[config.mk]
export PLATFORM = sky130hd
export DESIGN_NAME = conv_stream_controller
export DESIGN_NICKNAME = d
export VERILOG_FILES = /design/src/rtl/conv_stream_controller_pkg.sv /design/src/rtl/conv_stream_controller_valid_delay_line.sv /design/src/rtl/conv_stream_controller.sv
export SDC_FILE = /design/constraint.sdc
export NUM_CORES = 1
export LEC_CHECK = 0
export ABC_AREA = 1
export BUFFER_PORTS_ARGS = -buffer_cell sky130_fd_sc_hd__buf_2
export CORE_MARGIN = 1.5
export CORE_UTILIZATION = 41
export DETAILED_ROUTE_END_ITERATION = 7
export GPL_ROUTABILITY_DRIVEN = 0
export PLACE_DENSITY = 0.64
export SLEW_MARGIN = 20
export SYNTH_ARGS = -nofsm -noshare
export SYNTH_HDL_FRONTEND = slang
export SYNTH_SLANG_ARGS = --single-unit
[constraint.sdc]
create_clock -name clk -period 1.56 [get_ports clk]
set_input_delay 0.234 -clock clk [delete_from_list [all_inputs] [get_ports clk]]
set_output_delay 0.234 -clock clk [all_outputs]
set_load 0.01 [all_outputs]
[src/rtl/conv_stream_controller_pkg.sv]
// Shared types and sizing helpers for the convolver stream controller.
// The default-size localparams describe the standard 28x28 / 5x5 build.
package conv_pkg;

    typedef enum logic [1:0] {
        IDLE,
        STREAM,
        DRAIN,
        DONE
    } state_t;

    localparam int DEF_IMAGE_SIZE   = 28;
    localparam int DEF_KERNEL_SIZE  = 5;
    localparam int DEF_PIPE_LATENCY = 1;

    localparam int OUT_SIZE = DEF_IMAGE_SIZE - DEF_KERNEL_SIZE + 1;
    localparam int POS_W    = $clog2(DEF_IMAGE_SIZE);
    localparam int DL_DEPTH = DEF_PIPE_LATENCY + 1;

    // Row/column counter width; never narrower than one bit.
    function automatic int pos_width(input int n);
        return (n > 1) ? $clog2(n) : 1;
    endfunction

endpackage

[src/rtl/conv_stream_controller_valid_delay_line.sv]
// Two-bit tag shift register ({last_tag, valid_tag}) that keeps window
// qualifiers aligned with the convolver result bus.
module valid_delay_line
    import conv_pkg::*;
#(
    parameter int DEPTH = DL_DEPTH
) (
    input  logic       clk,
    input  logic       clear,
    input  logic [1:0] shift_tag,
    output logic [1:0] tail_tag
);

    logic [1:0] stage [DEPTH];

    always_ff @(posedge clk) begin
        if (clear) begin
            for (int i = 0; i < DEPTH; i++) stage[i] <= 2'b00;
        end else begin
            stage[0] <= shift_tag;
            for (int i = 1; i < DEPTH; i++) stage[i] <= stage[i-1];
        end
    end

    assign tail_tag = stage[DEPTH-1];

endmodule

[src/rtl/conv_stream_controller.sv]
// Frame sequencer between the pixel front end and the 2-D convolver:
// forwards accepted pixels and qualifies results from in-image windows.
module conv_stream_controller
    import conv_pkg::*;
#(
    parameter int DATA_WIDTH   = 16,
    parameter int KERNEL_SIZE  = 5,
    parameter int IMAGE_SIZE   = 28,
    parameter int PIPE_LATENCY = 1
) (
    input  logic                  clk,
    input  logic                  reset,
    input  logic                  start,
    input  logic                  in_valid,
    input  logic [DATA_WIDTH-1:0] in_pixel,
    output logic                  in_ready,
    output logic                  conv_write,
    output logic [DATA_WIDTH-1:0] conv_pixel,
    input  logic [DATA_WIDTH-1:0] conv_result,
    output logic                  out_valid,
    output logic [DATA_WIDTH-1:0] out_data,
    output logic                  out_last,
    output logic                  busy,
    output logic                  done
);

    localparam int PW           = pos_width(IMAGE_SIZE);
    localparam int TAG_DEPTH    = PIPE_LATENCY + 1;
    // Tag line, output register, then one exit cycle: done trails the last result by two.
    localparam int DRAIN_CYCLES = PIPE_LATENCY + 3;
    localparam int DW           = $clog2(DRAIN_CYCLES) + 1;

    localparam logic [PW-1:0] LAST_POS  = PW'(IMAGE_SIZE - 1);
    localparam logic [PW-1:0] WIN_POS   = PW'(KERNEL_SIZE - 1);
    localparam logic [DW-1:0] DRAIN_END = DW'(DRAIN_CYCLES - 1);

    state_t        state, state_next;
    logic [PW-1:0] row, col;
    logic [DW-1:0] drain_cnt;
    logic          accept;
    logic          valid_tag_p0, last_tag_p0;
    logic [1:0]    tag_shift, tag_tail;

    assign accept       = in_valid && (state == STREAM);
    assign valid_tag_p0 = (row >= WIN_POS) && (col >= WIN_POS);
    assign last_tag_p0  = (row == LAST_POS) && (col == LAST_POS);
    assign tag_shift    = accept ? {last_tag_p0, valid_tag_p0} : 2'b00;

    always_ff @(posedge clk) begin
        if (reset) state <= IDLE;
        else       state <= state_next;
    end

    always_comb begin
        state_next = state;
        in_ready   = 1'b0;
        busy       = 1'b0;
        done       = 1'b0;
        case (state)
            IDLE:   if (start) state_next = STREAM;
            STREAM: begin
                in_ready = 1'b1;
                busy     = 1'b1;
                if (accept && last_tag_p0) state_next = DRAIN;
            end
            DRAIN: begin
                busy = 1'b1;
                if (drain_cnt == DRAIN_END) state_next = DONE;
            end
            DONE: begin
                done       = 1'b1;
                state_next = IDLE;
            end
            default: state_next = IDLE;
        endcase
    end

    always_ff @(posedge clk) begin
        if (reset) begin
            row       <= '0;
            col       <= '0;
            drain_cnt <= '0;
        end else begin
            if (state == IDLE && start) begin
                row <= '0;
                col <= '0;
            end else if (accept) begin
                if (col == LAST_POS) begin
                    col <= '0;
                    row <= row + 1'b1;
                end else begin
                    col <= col + 1'b1;
                end
            end
            drain_cnt <= (state == DRAIN) ? drain_cnt + 1'b1 : '0;
        end
    end

    valid_delay_line #(.DEPTH(TAG_DEPTH)) u_tags (
        .clk       (clk),
        .clear     (reset),
        .shift_tag (tag_shift),
        .tail_tag  (tag_tail)
    );

    // p1: registered write to the convolver; p2: qualified result capture
    always_ff @(posedge clk) begin
        if (reset) begin
            conv_write <= 1'b0;
            conv_pixel <= '0;
            out_valid  <= 1'b0;
            out_last   <= 1'b0;
            out_data   <= '0;
        end else begin
            conv_write <= accept;
            if (accept) conv_pixel <= in_pixel;
            out_valid <= tag_tail[0];
            out_last  <= tag_tail[0] & tag_tail[1];
            if (tag_tail[0]) out_data <= conv_result;
        end
    end

endmodule
==> reports/metrics.csv <==
stage,metric,value,unit
timing,tightestPinTransition,0.432,ns
setup_path,r2r_slack,0.17,ns
run_status,status,finished clean,
clock_tree,clock_tree.root_cell,clkbuf_8,
drt,drc,0,
clock_tree,cts-buffers-inserted,5,
setup_path,cp.arrival,1.22,ns
synthesis,synthArstFlopShare,0,
timing,tns,0,ns
floorplanning,rows,25,
placement,dp_slack,0.121,ns
drt,drtIter0Drc,89,
timing,max_clock_freq,0.686,GHz
clock_tree,cts-htree-levels,2,
placement,dpl_cell_area,2550,um2
synthesis,synth.most_common_cell,nor2_1,
floorplanning,ioPinCount,74,
floorplanning,die_height,74.8,um
setup_path,crit_path_end_kind,output port,
grt,grt_pass1_wl,6.81,mm
clock_tree,post_cts.repair.setup_buffers,0,
grt,grt_max_degree,22,
clock_tree,clock_sinks,54,
power,p_sw_frac,0.303,
synthesis,synth_top_area_share,0.512,
final_layout,fin_nets,384,
synthesis,ys.flop_type,dfxtp_1,
clock_tree,cts_tree,done,
drt,via_per_inst,4.57,
power,pwr-share-comb,0.252,
power,p_clk_frac,0.272,
timing,setup_violations,0,
grt,grt_pass1_vias,1575,
synthesis,ys_ff_latch,54,
placement,hpwl,3.14,mm
synthesis,synthCells,262,
power,finalPower,3.33,mW
timing,fin_crit,1.46,ns
floorplanning,die_w,74.8,um
setup_path,required,1.33,ns
final_layout,stdcell_count,406,
timing,rsz0062_at_grt,no,
synthesis,synth_area,2110,um2
grt,grt_antenna_before_repair,0,
grt,grt_usage,0.159,
timing,fin_crit_sh,0.935,
drt,detail-route-antenna-nets,0,
timing,finalWorstSetupSlack,0.101,ns
placement,dp.cells,398,
grt,grt_remaining_overflow,0,
power,power_frac_seq,0.476,
synthesis,ys_types,27,
final_layout,n_antenna_cell,0,
flow_run,max_cap_violations,0,
synthesis,synth.area.top_cells,"dfxtp_1 51%, nor2_1 14%, o21ai_0 8.8%, ha_1 5.9%, inv_1 3.7%",
clock_tree,clock_latency,0.30,ns
synthesis,synth_nets,308,
synthesis,synth_common_cells,"81 x nor2_1, 54 x dfxtp_1, 37 x o21ai_0, 21 x inv_1, 12 x nand2_1",
synthesis,seq_area_frac_synth,0.512,
drt,wire_per_inst,10.4,um
setup_path,crit_type,reg -> out,
drt,drt_wl_total,4.23,mm
timing,fin_skew,0.00647,ns
synthesis,avgSynthCellArea,8.06,um2
final_layout,syn_to_final_growth,26.1,%
setup_path,worstPathMaxFanout,4,
timing,finalHoldViolations,0,
floorplanning,core_area,4850,um2
power,p_int,2.32,mW
timing,relSlewSlack,0.710,
power,peakVddDrop,0.794,mV
synthesis,yosys_warnings,0,
synthesis,yosys.area.top_type,dfxtp_1,
clock_tree,cts_buffer_depth,2,
final_layout,fin_util,0.549,
floorplanning,start_util,0.436,
clock_tree,cts.clk_slew.worst_paths,0.09,ns
worst_hold_path,hold_path_class,in -> reg,
final_layout,design_area,2660,um2
power,power_density,1250,nW/um2
timing,maxSlewViolCount,0,
setup_path,startpoint_type,register,
placement,io_buffer_count,73,
final_layout,drive_gt1_frac,0.292,
drt,drtPass1Iterations,4,
drt,via_count,1854,
power,switchingPower,1.01,mW
power,p_leak,1.27,nW
timing,holdWs,0.147,ns
floorplanning,die_area,5590,um2
synthesis,synth_edf_count,0,
-- power groups by stage --
stage               combinational, mW  clock [mW]  sequential (mW)
floorplan                       0.529           0             1.65
global placement                0.822           0             1.61
detailed placement              0.836           0             1.62
CTS                             0.841       0.940             1.59
global route                    0.970       0.981             1.60
finish                          0.837       0.905             1.58
-- critical path: stages (launching register included) --
cell and delay [ns]:
dfxtp_1 0.39, inv_1 0.09, ha_1 0.31, buf_2 0.14
-- worst paths after layout --
path,startpoint,endpoint,depth (start not counted)
setup / recovery,state[0],busy,3
hold / removal,conv_result[15],out_data[15],3
setup reg to reg,state[1],col[2],7
hold reg to reg,u_tags.stage[0][1],u_tags.stage[0][3],2
-- layout make-up --
type                            instances  area, um2
Multi-Input combinational cell        175        893
Clock buffer                            5       68.8
Tap cell                               67       83.8
Timing Repair Buffer                   78        403
Clock inverter                          3       40.0
Fill cell                             486       2190
Inverter                               24       92.6
Sequential cell                        54       1080
-- logic make-up after synthesis --
logic type	synth area share
buf+inv	0.0675
flops	0.512
fa+ha+maj	0.0592
simple gates	0.235
xor+xnor	0.0124
compound gates	0.114
-- layer usage --
metal  track usage  share of wire
met1         0.195           0.47
met3        0.0482          0.068
met4        0.0667          0.019
met2         0.260           0.44
met5             0              0
-- layout by cell type (no fill, tap or decap), types with 2 or more instances in the layout --
cell      instances
a21oi_1           7
buf_2            73
buf_4             5
clkbuf_8          5
clkinv_2          2
dfxtp_1          54
ha_1             10
inv_1            21
nand2_1          12
nand2_2           3
nand2_4           2
nand3_1           7
nor2_1           81
nor2_4            2
nor3_1            5
o21ai_0          37
xor2_1            2
-- registers in the layout, summed over array words and instances (netlist names) --
register      cells
conv_pixel       16
out_data         16
col               5
row               5
u_tags.stage      4
drain_cnt         3
state             2
conv_write        1
out_last          1
out_valid         1
-- repair_timing --
action | CTS | global route
hold buffers | 0 | 0
endpoints found under the setup margin | 0 | 2
gates resized for setup | 0 | 1
Power figures use the tool's default switching activity.
